--- src/rtl/skewed_operand_buffer.sv ---
// Double-banked operand buffer: row-major load into one bank while the other
// drains as a diagonally skewed wavefront (lane i lags lane i-1 by one cycle).
module skewed_operand_buffer #(
    parameter int DATA_WIDTH = 8,
    parameter int LINES      = 4,
    parameter int ELEMS      = 4
) (
    input  logic                        clk,
    input  logic                        rst,
    input  logic                        wr_valid,
    output logic                        wr_ready,
    input  logic [DATA_WIDTH-1:0]       wr_data,
    input  logic                        rd_start,
    output logic                        rd_busy,
    output logic                        rd_done,
    output logic [1:0]                  banks_full,
    output logic [LINES-1:0]            out_valid,
    output logic [DATA_WIDTH*LINES-1:0] data_out
);

    localparam int DEPTH     = LINES * ELEMS;
    localparam int PTR_W     = $clog2(DEPTH);
    localparam int ADDR_W    = $clog2(2 * DEPTH);
    localparam int LAST_STEP = ELEMS + LINES - 2;
    localparam int STEP_W    = $clog2(LAST_STEP + 1);

    typedef enum logic [1:0] {B_EMPTY, B_FILLING, B_FULL, B_DRAINING} bank_state_t;
    typedef enum logic {D_IDLE, D_DRAIN} drain_state_t;

    bank_state_t                bank_state [2];
    drain_state_t               drain_state, drain_next;
    logic                       wr_bank, rd_bank;
    logic [PTR_W-1:0]           wr_ptr;
    logic [STEP_W-1:0]          step;
    logic [DATA_WIDTH-1:0]      mem [2*DEPTH];

    logic                       wr_fire, wr_last, rd_accept, last_step, load_out;
    logic [ADDR_W-1:0]          wr_addr;
    int                         next_step;
    logic [LINES-1:0]           nxt_valid;
    logic [DATA_WIDTH*LINES-1:0] nxt_data;

    assign wr_ready  = !rst && (bank_state[wr_bank] == B_EMPTY || bank_state[wr_bank] == B_FILLING);
    assign wr_fire   = wr_valid && wr_ready;
    assign wr_last   = (wr_ptr == PTR_W'(DEPTH - 1));
    assign wr_addr   = ADDR_W'(int'(wr_bank) * DEPTH + int'(wr_ptr));
    assign rd_busy   = (drain_state == D_DRAIN);
    assign last_step = rd_busy && (step == STEP_W'(LAST_STEP));
    assign rd_done   = last_step;
    assign rd_accept = (drain_state == D_IDLE) && rd_start && (banks_full != 2'd0);
    assign load_out  = rd_accept || (rd_busy && !last_step);

    // DRAINING banks are deliberately excluded from the count.
    always_comb begin
        banks_full = 2'd0;
        for (int b = 0; b < 2; b++) begin
            if (bank_state[b] == B_FULL) banks_full = banks_full + 2'd1;
        end
    end

    // NOTE: every signal driven here gets a default first so no latch is inferred.
    always_comb begin
        drain_next = drain_state;
        case (drain_state)
            D_IDLE:  if (rd_accept) drain_next = D_DRAIN;
            D_DRAIN: if (last_step) drain_next = D_IDLE;
            default: drain_next = D_IDLE;
        endcase
    end

    // NOTE: sequential state is updated with non-blocking assignments only.
    always_ff @(posedge clk) begin
        if (rst) drain_state <= D_IDLE;
        else     drain_state <= drain_next;
    end

    // Wavefront for the step about to be shown: step 0 on accept, else s+1.
    always_comb begin
        next_step = (drain_state == D_IDLE) ? 0 : int'(step) + 1;
        nxt_valid = '0;
        nxt_data  = '0;
        for (int i = 0; i < LINES; i++) begin
            if (next_step >= i && next_step - i < ELEMS) begin
                nxt_valid[i] = 1'b1;
                nxt_data[i*DATA_WIDTH +: DATA_WIDTH] =
                    mem[ADDR_W'(int'(rd_bank) * DEPTH + i * ELEMS + next_step - i)];
            end
        end
    end

    // NOTE: the memory array has no reset; out_valid masks any stale contents.
    always_ff @(posedge clk) begin
        if (wr_fire) mem[wr_addr] <= wr_data;
    end

    always_ff @(posedge clk) begin
        if (rst) begin
            for (int b = 0; b < 2; b++) bank_state[b] <= B_EMPTY;
            wr_bank   <= 1'b0;
            rd_bank   <= 1'b0;
            wr_ptr    <= '0;
            step      <= '0;
            out_valid <= '0;
            data_out  <= '0;
        end else begin
            if (wr_fire) begin
                bank_state[wr_bank] <= wr_last ? B_FULL : B_FILLING;
                wr_ptr              <= wr_last ? '0 : wr_ptr + 1'b1;
                if (wr_last) wr_bank <= ~wr_bank;
            end

            if (rd_accept) begin
                bank_state[rd_bank] <= B_DRAINING;
                step                <= '0;
            end else if (rd_busy) begin
                step <= last_step ? '0 : step + 1'b1;
            end

            if (last_step) begin
                bank_state[rd_bank] <= B_EMPTY;
                rd_bank             <= ~rd_bank;
            end

            if (load_out) begin
                out_valid <= nxt_valid;
                data_out  <= nxt_data;
            end else begin
                out_valid <= '0;
                data_out  <= '0;
            end
        end
    end

endmodule

--- config.mk ---
export PLATFORM = sky130hd
export DESIGN_NAME = skewed_operand_buffer
export DESIGN_NICKNAME = d
export VERILOG_FILES = /design/src/rtl/skewed_operand_buffer.sv
export SDC_FILE = /design/constraint.sdc
export NUM_CORES = 1
export LEC_CHECK = 0
export BUFFER_PORTS_ARGS = -buffer_cell sky130_fd_sc_hd__buf_2
export CELL_PAD_IN_SITES_DETAIL_PLACEMENT = 0
export CELL_PAD_IN_SITES_GLOBAL_PLACEMENT = 2
export CORE_ASPECT_RATIO = 2
export CORE_UTILIZATION = 30
export DETAILED_ROUTE_END_ITERATION = 7
export GPL_TIMING_DRIVEN = 0
export PLACE_DENSITY_LB_ADDON = 0.1
export SLEW_MARGIN = 20
export SYNTH_ARGS = -nofsm -noshare
export SYNTH_HDL_FRONTEND = slang
export SYNTH_SLANG_ARGS = --single-unit
--- constraint.sdc ---
create_clock -name clk -period 11.45 [get_ports clk]
set_input_delay 0.5725 -clock clk [delete_from_list [all_inputs] [get_ports clk]]
set_output_delay 0.5725 -clock clk [all_outputs]
set_load 0.005 [all_outputs]
# Yosys cells after proc, flatten, opt, wreduce, memory -nomap -nowiden
# Memories as Yosys holds them, arrays and structs flattened. A register that Yosys moved wholly into a read port is not among the register bits.
# Cells that the tools add are included.
# op_classes
add_sub_neg	18
mul	0
div_mod_pow	0
magnitude_cmp	8
eq_ne	5
shifts	0
mux	33
n_bitwise	9
n_reduce_logical	25
# op_table
operator	count
5-bit by 4-bit adder with 5-bit output	5
1-bit 2-to-1 mux	24
5-bit by 4-bit less-than comparator with 1-bit output (second input constant)	3
3-bit OR reduction	4
5-bit by 4-bit adder with 5-bit output (second input constant)	2
1-bit logical AND	10
2-bit 2-to-1 mux	5
4-bit by 2-bit subtractor with 5-bit output (second input constant)	2
5-bit by 2-bit subtractor with 5-bit output (second input constant)	2
4-bit by 1-bit >= comparator with 1-bit output (second input constant)	2
4-bit by 2-bit >= comparator with 1-bit output (second input constant)	2
4-bit 2-to-1 mux	2
1-bit inverter	8
2-bit OR reduction	4
5-bit by 3-bit adder with 5-bit output (second input constant)	1
4-bit by 1-bit subtractor with 5-bit output (second input constant)	1
5-bit by 1-bit subtractor with 5-bit output (second input constant)	1
3-bit by 1-bit adder with 4-bit output (second input constant)	1
4-bit by 1-bit adder with 4-bit output (second input constant)	1
2-bit == test (second input constant)	2
4-bit == test (second input constant)	1
4-bit by 3-bit less-than comparator with 1-bit output (second input constant)	1
3-bit by 1-bit adder with 3-bit output (second input constant)	1
3-bit == test (second input constant)	1
10 further kinds	12
# word_totals
reg_bits	14
latch_bits	0
mem_bits_rw	260
romBits	0
in_bits	12
word_cells	106
mem_count	2
# memory_table
memory	depth	word_bits	rd	rd_clocked_by_memory_dff	wr	line	text
mem	32	8	4	4	1	35	logic [DATA_WIDTH-1:0] mem [2*DEPTH];
bank_state	2	2	3	1	2	30	bank_state_t bank_state [2];

# Longest topological paths before layout
# Gate-level depths: netlist of run 1.
# An unclocked memory read counts as a cell.
# logic_depth
word_depth	13
ltp_mapped	17

# Worst setup path before layout of run 1
# OpenSTA, ideal clock, no wires.
# synth_timing
path_kind	register to register
start	reg step[0]
end	reg data_out[10] (read register of mem)
setup_ns	0.117
arrival_time_ns	3.858
required_time_ns	11.333
setup_slack_ns	7.475
path_stages_with_launch	16
n_path_buf	7
synth_period_minus_slack_ns	3.975
path_cell_list	dfxtp_1 > clkbuf_1 > inv_1 > ha_1 > nand2b_1 > buf_2 > buf_2 > buf_2 > ha_1 > clkbuf_1 > clkbuf_1 > clkbuf_1 > mux4_2 > nand2_1 > nand3_1 > a32o_1
# synth_via
elab_chain_cells	7
word_cells_on_any_way	16
classes_between	add/sub (4); order compare (2); eq/ne (1); mux (1); bitwise (2); reduce/logical (6)
# synth_rtl
element	line	text
from (decl)	34	logic [STEP_W-1:0] step;
from (signal assigned)	116	step <= last_step ? '0 : step + 1'b1;
3-bit by 1-bit adder with 4-bit output / 3-bit == test (equally long branches)	79, 48	
4-bit 2-to-1 mux / 1-bit logical AND (equally long branches)	79, 48	
4-bit by 1-bit subtractor with 5-bit output / 1-bit zero test (equally long branches)	83, 51	
5-bit by 4-bit less-than comparator with 1-bit output / 1-bit logical AND (equally long branches)	83, 51	
1-bit logical AND / 1-bit logical OR (equally long branches)	83, 51	
1-bit inverter (no line)	n/a	
3-bit OR reduction (no line)	n/a	
to (decl)	18	output logic [DATA_WIDTH*LINES-1:0] data_out
# Parallel ways exist; a longest one is shown, timed or not.
# A chain may end at the register's enable or synchronous reset.

# Worst setup path after layout of run 1
# layout_timing
start	reg step[0]
end	reg data_out[12] (read register of mem)
# Same word-level chain as after synthesis.

==> results of run 1 <==
## cells in the mapped netlist (3+ instances only)
cell                        instances  area share
sky130_fd_sc_hd__nand3_1           16      0.0052
sky130_fd_sc_hd__a2111oi_0          4      0.0023
sky130_fd_sc_hd__nor3_1            15      0.0049
sky130_fd_sc_hd__mux2_2             7      0.0051
sky130_fd_sc_hd__o22ai_1            8      0.0033
sky130_fd_sc_hd__o2bb2ai_1          3      0.0017
sky130_fd_sc_hd__a22oi_1            3      0.0015
sky130_fd_sc_hd__nand2_1           67       0.016
sky130_fd_sc_hd__buf_1              4     0.00098
sky130_fd_sc_hd__mux2i_1           91       0.059
sky130_fd_sc_hd__dfxtp_1           47       0.061
sky130_fd_sc_hd__nor2_1            99       0.024
sky130_fd_sc_hd__nor3b_1            6      0.0029
sky130_fd_sc_hd__a31oi_1            5      0.0020
sky130_fd_sc_hd__xnor2_1            5      0.0029
sky130_fd_sc_hd__o21ai_0           22      0.0072
sky130_fd_sc_hd__edfxtp_1         260        0.51
sky130_fd_sc_hd__ha_1              14       0.011
sky130_fd_sc_hd__o211ai_1           7      0.0034
sky130_fd_sc_hd__clkbuf_1          30      0.0074
sky130_fd_sc_hd__a211o_1            3      0.0017
sky130_fd_sc_hd__mux4_2           116        0.17
sky130_fd_sc_hd__nor2b_1            5      0.0020
sky130_fd_sc_hd__a32o_1             3      0.0020
sky130_fd_sc_hd__nand2b_1           7      0.0029
sky130_fd_sc_hd__a21oi_1           31       0.010
sky130_fd_sc_hd__mux4_1             6       0.010
sky130_fd_sc_hd__a22o_1             7      0.0040
sky130_fd_sc_hd__buf_2             32       0.010
sky130_fd_sc_hd__nand3b_1           3      0.0015
sky130_fd_sc_hd__inv_1             18      0.0044
sky130_fd_sc_hd__buf_4              6      0.0029
sky130_fd_sc_hd__a221oi_1           3      0.0017
sky130_fd_sc_hd__and3_1             5      0.0020
sky130_fd_sc_hd__nand4_1            3      0.0012
sky130_fd_sc_hd__and2_1             4      0.0016
sky130_fd_sc_hd__a211oi_1          36       0.018
sky130_fd_sc_hd__o21a_1             3      0.0015
## power breakdown
part           leakage (nW)  internal [mW]  switching (mW)  total, mW
logic                  2.63          0.103           0.196      0.299
registers              2.72           1.22         0.00298       1.22
clock network         0.502          0.588           0.466       1.05
## state kept, by name, indices dropped and copies added (netlist names), named ones only
signal / flops
rd_bank: 1
data_out: 32
rd_busy: 1
wr_bank: 1
mem: 256
out_valid: 4
wr_ptr: 4
step: 3
bank_state: 4
## through the flow
stage,utilization,std cells
6_report,0.3497,1802
5_1_grt,0.3497,1801
4_1_cts,0.3497,1801
3_5_place_dp,0.3292,1744
3_3_place_gp,0.3264,1737
2_1_floorplan,-,1036
## worst min path at each step
| stage | startpoint | cells after the start | slack (ns) | to |
|---|---|---|---|---|
| CTS | rd_start | 4 | 0.34 | step[1] |
| global placement | wr_ptr[1] | 2 | 0.50 | wr_ptr[1] |
| floorplan | wr_ptr[1] | 2 | 0.47 | wr_ptr[1] |
| global route | rd_start | 4 | 0.41 | step[1] |
| detailed placement | wr_ptr[1] | 2 | 0.52 | wr_ptr[1] |
| finish | rd_start | 4 | 0.37 | step[1] |
## worst register-to-register path, cell delays in order (launching register included)
cell and delay [ns]:
sky130_fd_sc_hd__dfxtp_1 0.35, sky130_fd_sc_hd__clkbuf_1 0.67, sky130_fd_sc_hd__inv_1 0.45, sky130_fd_sc_hd__ha_1 0.61
sky130_fd_sc_hd__nand2b_1 0.15, sky130_fd_sc_hd__buf_2 0.38, sky130_fd_sc_hd__buf_2 0.47, sky130_fd_sc_hd__buf_2 0.54
sky130_fd_sc_hd__ha_1 0.22, sky130_fd_sc_hd__clkbuf_1 0.52, sky130_fd_sc_hd__clkbuf_1 0.77, sky130_fd_sc_hd__clkbuf_2 0.66
sky130_fd_sc_hd__mux4_2 0.40, sky130_fd_sc_hd__mux2i_1 0.40, sky130_fd_sc_hd__o2bb2ai_1 0.22, sky130_fd_sc_hd__nor4_1 0.10
## layout make-up
type / count / area, µm² / share of cell area
repair buffers: 59 / 335.3 / 0.01909
plain buffers: 74 / 362.8 / 0.02066
multi-input cells: 633 / 6193 / 0.3526
well taps: 649 / 812.0 / 0.04623
inverters: 22 / 82.58 / 0.004702
clock buffers: 44 / 894.6 / 0.05094
flip-flops and latches: 307 / 8748 / 0.4981
clock inverters: 13 / 131.4 / 0.007480
diodes: 1 / 2.502 / 0.0001425
## cells by family after synthesis
| group | Yosys count |
|---|---|
| AO/OA/AOI/OAI | 148 |
| XOR/XNOR | 8 |
| adder cells (fa/ha/maj) | 14 |
| buffers and inverters | 96 |
| flip-flops | 307 |
| multiplexers | 220 |
| AND/OR/NAND/NOR | 243 |
## per-layer routing
layer / track usage / share of wire
met5: 0 / 0
met4: 0.1899 / 0.080
met3: 0.02189 / 0.033
met2: 0.5030 / 0.55
met1: 0.2631 / 0.33
==> load_flow_metrics.sql, run 1 <==
INSERT INTO impl_metrics (metric_group, metric, value, unit) VALUES
('outcome', 'status', 'completed', ''),
('hold_path', 'worst_min_path_class', 'input port to flip-flop', ''),
('power_and_ir_drop', 'finalPower', '2.573', 'mW'),
('critical_path', 'timing.critical_path.cells', 'clkbuf_1 -> inv_1 -> ha_1 -> nand2b_1 -> buf_2 -> buf_2 -> buf_2 -> ha_1 -> clkbuf_1 -> clkbuf_1 -> clkbuf_2 -> mux4_2 -> mux2i_1 -> o2bb2ai_1 -> nor4_1', ''),
('critical_path', 'logic_depth_of_the_worst_register_to_register_path', '15', ''),
('logic_synthesis', 'seq_area_frac_synth', '0.5711', ''),
('flow_run', 'maxCapViolCount', '0', ''),
('die', 'die_span_in_y', '321.6', 'µm'),
('sta', 'period_share', '0.6157', ''),
('drt', 'remaining_drc_errors', '0', ''),
('logic_synthesis', 'adder_and_majority_gate_portion_of_the_synthesized_area', '0.01143', ''),
('sta', 'unrepaired_setup_endpoints_after_global_routing', 'no', ''),
('cts', 'clk_pin_slew', '0.07', 'ns'),
('placed_design', 'dpl-instance-area', '16530', 'µm²'),
('final_layout', 'finalNetCount', '1154', ''),
('grt', 'grt_antenna_before_repair', '1', ''),
('drt', 'total_wire_length', '67410', 'µm'),
('placed_design', 'routability_congestion_estimate_from_global_placement', '0.8819', ''),
('logic_synthesis', 'synth_xor_area_frac', '0.005799', ''),
('final_layout', 'n_fill_cell', '5003', ''),
('critical_path', 'r2r_setup_slack', '4.40', 'ns'),
('final_layout', 'layout_common_cells', 'sky130_fd_sc_hd__edfxtp_1 (260), sky130_fd_sc_hd__mux4_2 (116), sky130_fd_sc_hd__mux2i_1 (91)', ''),
('placed_design', 'post-dp-hpwl', '50680', 'µm'),
('die', 'core_area', '50220', 'µm²'),
('drt', 'detailroute.via_count', '10200', ''),
('cts', 'cts_made_buffers', '31', ''),
('drt', 'route.detailed.wl_per_inst', '37.41', 'µm'),
('sta', 'finalClockSkew', '0.03418', 'ns'),
('logic_synthesis', 'post_synth.cell_area_avg', '14.79', 'µm²'),
('final_layout', 'design_area', '17560', 'µm²'),
('final_layout', 'syn_to_final_growth', '14.64', '%'),
('grt', 'grt_overflow', '0', ''),
('sta', 'finalSetupTns', '0', 'ns'),
('critical_path', 'critical_path_at', '7.51', 'ns'),
('placed_design', 'place_ws', '4.353', 'ns'),
('critical_path', 'cp-end-kind', 'flip-flop', ''),
('critical_path', 'critPathMaxStageDelay', '0.77', 'ns'),
('placed_design', 'numPortBuffers', '52', ''),
('cts', 'post_cts.repair.setup_buffers', '0', ''),
('sta', 'final_hold_violation_count', '0', ''),
('logic_synthesis', 'share_of_flip_flops_with_an_asynchronous_set_or_reset', '0', ''),
('critical_path', 'criticalPathCategory', 'flip-flop to flip-flop', ''),
('cts', 'cts-root-to-sink-buffers', '3', ''),
('cts', 'cts_resized', '0', ''),
('sta', 'timing.final.crit_period', '7.050', 'ns'),
('cts', 'h-tree-depth', '1', ''),
('logic_synthesis', 'synthSimpleGateAreaFrac', '0.07204', ''),
('critical_path', 'critical-path-top-delay-family', 'buffers and inverters', ''),
('drt', 'initialDrtViolationCount', '909', ''),
('logic_synthesis', 'number_of_instances_in_the_synthesized_netlist', '1036', ''),
('critical_path', 'instance_count_on_the_critical_path', '15', ''),
('critical_path', 'cp-endpoint', 'data_out[12]', ''),
('power_and_ir_drop', 'vdd_drop_max', '0.1078', 'mV'),
('logic_synthesis', 'synth_enable_flop_cells', '260', ''),
('final_layout', 'mostFrequentLayoutCell', 'sky130_fd_sc_hd__edfxtp_1', ''),
('logic_synthesis', 'synth.distinct_cells', '62', ''),
('grt', 'wire_length_of_the_first_global_routing_pass', '90800', 'µm'),
('die', 'floorplan.die.width', '161.8', 'µm'),
('logic_synthesis', 'total_number_of_yosys_warnings', '0', ''),
('die', 'io-pin-count', '53', ''),
('critical_path', 'crit_path_start_kind', 'flip-flop', ''),
('drt', 'post_drt_via_cell_ratio', '5.661', ''),
('sta', 'setup-violations-final', '0', ''),
('logic_synthesis', 'postSynth.topFlopCell', 'sky130_fd_sc_hd__edfxtp_1', ''),
('logic_synthesis', 'synth_top_family_by_area', 'multiplexers', ''),
('logic_synthesis', 'synth_compound_area_frac', '0.06566', ''),
('critical_path', 'critical_path.max_fanout', '13', ''),
('cts', 'clk_latency', '0.63', 'ns'),
('die', 'die_area', '52030', 'µm²'),
('logic_synthesis', 'synth.net_count', '1062', ''),
('sta', 'timing.hold.ws', '0.3668', 'ns');
Power figures use the tool's default switching activity.
==> inputs of run 2 (changes only) <==
--- a/config.mk
+++ b/config.mk
@@ -5,6 +5,7 @@
 export SDC_FILE = /design/constraint.sdc
 export NUM_CORES = 1
 export LEC_CHECK = 0
+export ABC_AREA = 1
 export BUFFER_PORTS_ARGS = -buffer_cell sky130_fd_sc_hd__buf_2
 export CELL_PAD_IN_SITES_DETAIL_PLACEMENT = 0
 export CELL_PAD_IN_SITES_GLOBAL_PLACEMENT = 2
==> constraint.sdc (replaced) <==
create_clock -name clk -period 5.9 [get_ports clk]
set_input_delay 0.295 -clock clk [delete_from_list [all_inputs] [get_ports clk]]
set_output_delay 0.295 -clock clk [all_outputs]
set_load 0.005 [all_outputs]
==> run 2 against run 1 <==
Effect of this change:
- register-to-register slack lost 4.2 ns
- synthesized area increased by 9.0%
- non-clock buffer count is 41 higher
- global-route usage up 8.1 points
- final cell count increased by 65%
- critical path type unchanged
- critical endpoint is now data_out[13]
==> load_flow_metrics.sql, run 2 <==
INSERT INTO impl_metrics (metric_group, metric, value, unit) VALUES
('critical_path', 'r2r_start', 'step[0]', ''),
('die', 'floorplan.die.width', '168.9', 'µm'),
('power_and_ir_drop', 'clkPwrFrac', '0.406', ''),
('hold_path', 'hp-start', 'rst', ''),
('power_and_ir_drop', 'power.internal', '3.781', 'mW'),
('logic_synthesis', 'total_number_of_yosys_warnings', '0', ''),
('critical_path', 'critPathMaxStageDelay', '0.73', 'ns'),
('outcome', 'status', 'completed', ''),
('flow_run', 'maxCapViolCount', '0', ''),
('final_layout', 'ff_latch_area', '8748', 'µm²'),
('drt', 'detailroute.via_count', '15980', ''),
('cts', 'cts_tree', 'done', ''),
('final_layout', 'top_regs', 'mem (256), data_out (32)', ''),
('hold_path', 'worstHoldEndpoint', 'wr_ptr[2]', ''),
('sta', 'layout_setup_ws', '0.2112', 'ns'),
('final_layout', 'multiInputGateArea', '6575', 'µm²'),
('critical_path', 'required_time_of_the_critical_path', '6.32', 'ns'),
('critical_path', 'criticalPathCategory', 'flip-flop to flip-flop', ''),
('sta', 'setup-violations-final', '0', ''),
('sta', 'finalSetupTns', '0', 'ns'),
('final_layout', 'largest_reg_flops', '256', ''),
('cts', 'root_buffer', 'sky130_fd_sc_hd__clkbuf_16', ''),
('power_and_ir_drop', 'power_per_cell_area', '286.0', 'nW/µm²'),
('logic_synthesis', 'number_of_instances_in_the_synthesized_netlist', '2111', ''),
('hold_path', 'worst_min_path_class', 'input port to flip-flop', ''),
('drt', 'firstDrtPassIters', '6', ''),
('sta', 'final_hold_violation_count', '0', ''),
('final_layout', 'final_layout_size_suffix_gt1_frac', '0.1011', ''),
('sta', 'finalClockSkew', '0.01289', 'ns'),
('die', 'start_util', '0.3031', ''),
('placed_design', 'place_ws', '-0.9072', 'ns'),
('critical_path', 'critical-path-top-delay-family', 'buffers and inverters', ''),
('drt', 'total_wire_length', '96950', 'µm'),
('logic_synthesis', 'synth_top_cells_by_area', 'sky130_fd_sc_hd__edfxtp_1 (47%), sky130_fd_sc_hd__nand2_1 (17%), sky130_fd_sc_hd__nand3_1 (12%)', ''),
('drt', 'remaining_drc_errors', '0', ''),
('cts', 'cts_hold_buffers', '0', ''),
('sta', 'relSlewSlack', '0.1582', ''),
('logic_synthesis', 'synth_enable_flop_cells', '260', ''),
('sta', 'maxClockFrequency', '175.8', 'MHz'),
('final_layout', 'final_core_utilization', '0.3473', ''),
('logic_synthesis', 'post_synth.cell_area_avg', '7.913', 'µm²'),
('die', 'die_area', '56690', 'µm²'),
('logic_synthesis', 'synth.net_count', '2137', ''),
('logic_synthesis', 'synth-seq-cells', '307', ''),
('critical_path', 'cp-end-kind', 'flip-flop', ''),
('placed_design', 'dpl-instance-area', '17980', 'µm²'),
('final_layout', 'mostFrequentLayoutCell', 'sky130_fd_sc_hd__nand2_1', ''),
('placed_design', 'routability_congestion_estimate_from_global_placement', '1.045', ''),
('critical_path', 'critical_path_at', '6.11', 'ns'),
('grt', 'track_usage', '0.3451', ''),
('sta', 'timing_worst_slew_pin_value', '1.263', 'ns'),
('die', 'die_span_in_y', '335.7', 'µm'),
('critical_path', 'crit_path_start_kind', 'flip-flop', ''),
('power_and_ir_drop', 'switchingPower', '1.691', 'mW'),
('critical_path', 'timing.rr.end', 'data_out[13]', ''),
('power_and_ir_drop', 'vdd_drop_max', '0.1771', 'mV'),
('cts', 'cts_made_buffers', '34', ''),
('logic_synthesis', 'postSynth.topFlopCell', 'sky130_fd_sc_hd__edfxtp_1', ''),
('critical_path', 'logic_depth_of_the_worst_register_to_register_path', '14', ''),
('critical_path', 'timing.critical_path.cells', 'inv_2 -> ha_1 -> inv_1 -> nand2_2 -> clkdlybuf4s15_2 -> ha_1 -> clkbuf_1 -> clkdlybuf4s15_2 -> nand3_1 -> nand2_1 -> nand2_1 -> nand3_1 -> nand3_1 -> a21oi_1', ''),
('hold_path', 'timing.hold.worst_path_depth', '2', ''),
('logic_synthesis', 'synthDominantCellAreaShare', '0.4674', ''),
('power_and_ir_drop', 'share_seq_of_total_power', '0.433', ''),
('logic_synthesis', 'list_of_most_frequent_post_synthesis_cells', 'sky130_fd_sc_hd__nand2_1 (751), sky130_fd_sc_hd__nand3_1 (388), sky130_fd_sc_hd__edfxtp_1 (260)', ''),
('sta', 'unrepaired_setup_endpoints_after_global_routing', 'no', ''),
('cts', 'clk_latency', '0.56', 'ns'),
('grt', 'grt_antenna_before_repair', '2', ''),
('placed_design', 'numPortBuffers', '51', ''),
('final_layout', 'syn_to_final_growth', '14.55', '%'),
('logic_synthesis', 'synth_top_area_cell', 'sky130_fd_sc_hd__edfxtp_1', ''),
('logic_synthesis', 'yosys.cell_count.top_type', 'sky130_fd_sc_hd__nand2_1', ''),
('sta', 'slew_violations', '0', ''),
('critical_path', 'path_buf_inv', '5', ''),
('drt', 'route.detailed.wl_per_inst', '32.65', 'µm'),
('sta', 'period_share', '0.9642', ''),
('power_and_ir_drop', 'finalPower', '5.472', 'mW'),
('drt', 'postRouteAntennaNets', '0', ''),
('critical_path', 'cpMostUsedCell', 'sky130_fd_sc_hd__nand3_1', ''),
('logic_synthesis', 'netlist_area', '16700', 'µm²'),
('cts', 'numClockSinks', '307', ''),
('final_layout', 'layout_common_cells', 'sky130_fd_sc_hd__nand2_1 (751), sky130_fd_sc_hd__nand3_1 (388), sky130_fd_sc_hd__edfxtp_1 (260)', ''),
('final_layout', 'registers.top_by_ff_count', 'mem', ''),
('power_and_ir_drop', 'total_leakage_power', '8.360', 'nW'),
('final_layout', 'antenna_cells', '0', ''),
('critical_path', 'critical_path.max_fanout', '22', ''),
('logic_synthesis', 'seq_area_frac_synth', '0.5237', ''),
('drt', 'initialDrtViolationCount', '1614', ''),
('placed_design', 'dpl.cell_count', '2910', ''),
('grt', 'grt_max_degree', '33', ''),
('grt', 'grt_overflow', '0', ''),
('die', 'core_area', '55110', 'µm²'),
('cts', 'cts-root-to-sink-buffers', '3', ''),
('grt', 'first_global_vias', '15220', ''),
('drt', 'post_drt_via_cell_ratio', '5.381', ''),
('critical_path', 'critical-path-slowest-cell', 'sky130_fd_sc_hd__clkbuf_1', ''),
('die', 'io-pin-count', '53', ''),
('final_layout', 'design_area', '19140', 'µm²'),
('cts', 'clk_pin_slew', '0.06', 'ns'),
('power_and_ir_drop', 'power_frac_comb', '0.161', ''),
('critical_path', 'r2r_setup_slack', '0.21', 'ns'),
('placed_design', 'post-dp-hpwl', '71010', 'µm'),
('sta', 'timing.final.crit_period', '5.689', 'ns'),
('final_layout', 'finish.cell_count_without_fillers', '2969', ''),
('logic_synthesis', 'synth.distinct_cells', '38', ''),
('die', 'core.rowCount', '122', ''),
('cts', 'h-tree-depth', '2', ''),
('final_layout', 'n_fill_cell', '5913', ''),
('logic_synthesis', 'share_of_flip_flops_with_an_asynchronous_set_or_reset', '0', ''),
('power_and_ir_drop', 'netSwitchingFraction', '0.3091', ''),
('grt', 'wire_length_of_the_first_global_routing_pass', '128300', 'µm'),
('sta', 'timing.hold.ws', '0.07684', 'ns'),
('final_layout', 'finalNetCount', '2226', '');
## run 2: worst max-delay path by stage
| stage | start | to | slack (ns) | cells after the start |
|---|---|---|---|---|
| 5_1_grt | step[0] | data_out[13] | 0.22 | 14 |
| 3_3_place_gp | step[0] | data_out[13] | -0.95 | 16 |
| 3_5_place_dp | step[0] | data_out[13] | -0.91 | 16 |
| 6_report | step[0] | data_out[13] | 0.21 | 14 |
| 2_1_floorplan | step[0] | data_out[12] | 2.77 | 17 |
| 4_1_cts | step[0] | data_out[13] | 0.11 | 15 |
## run 2: logic make-up (layout without fill, tap and decap cells)
family / Yosys count / count (layout) / synth area share
adder cells (fa/ha/maj): 14 / 14 / 0.01049
AO/OA/AOI/OAI: 165 / 165 / 0.05827
AND/OR/NAND/NOR: 1274 / 1274 / 0.3218
flip-flops: 307 / 307 / 0.5237
buffers and inverters: 351 / 465 / 0.08569
## run 2: routing by layer
metal	global-route usage	part of all wire
met5	0	0.00019
met1	0.3601	0.35
met3	0.04408	0.053
met2	0.6107	0.50
met4	0.2925	0.098
## run 2: final cells by class
cell class | instances | share of cell area
timing repair buffer | 55 | 0.01569
clock buffer | 44 | 0.05185
inverter | 230 | 0.04512
buffer | 119 | 0.03171
sequential | 307 | 0.4572
tap | 744 | 0.04865
multi-input combinational | 1453 | 0.3436
clock inverter | 17 | 0.006212
## run 2: power by group through the flow
stage	Clock (mW)	Sequential [mW]	Combinational, mW
floorplan	0	2.42	0.404
finish	2.22	2.37	0.881
CTS	2.24	2.37	0.863
global route	2.29	2.37	0.909
global placement	0	2.42	0.860
detailed placement	0	2.42	0.858
## run 2: worst reg2reg max path, delay by kind of cell, from the launching register on
kind,cells,cell delay (ns)
flops,1,0.53
compound gates,1,0.36
buf+inv,5,2.52
simple gates,6,1.21
fa+ha+maj,2,0.94
## run 2: repair_timing
| action | CTS | global route |
|---|---|---|
| gates resized for setup | 10 | 0 |
| gates cloned | 0 | 0 |
| setup endpoints to repair | 21 | 2 |
| pin swaps | 0 | 0 |
| buffers inserted | 0 | 0 |
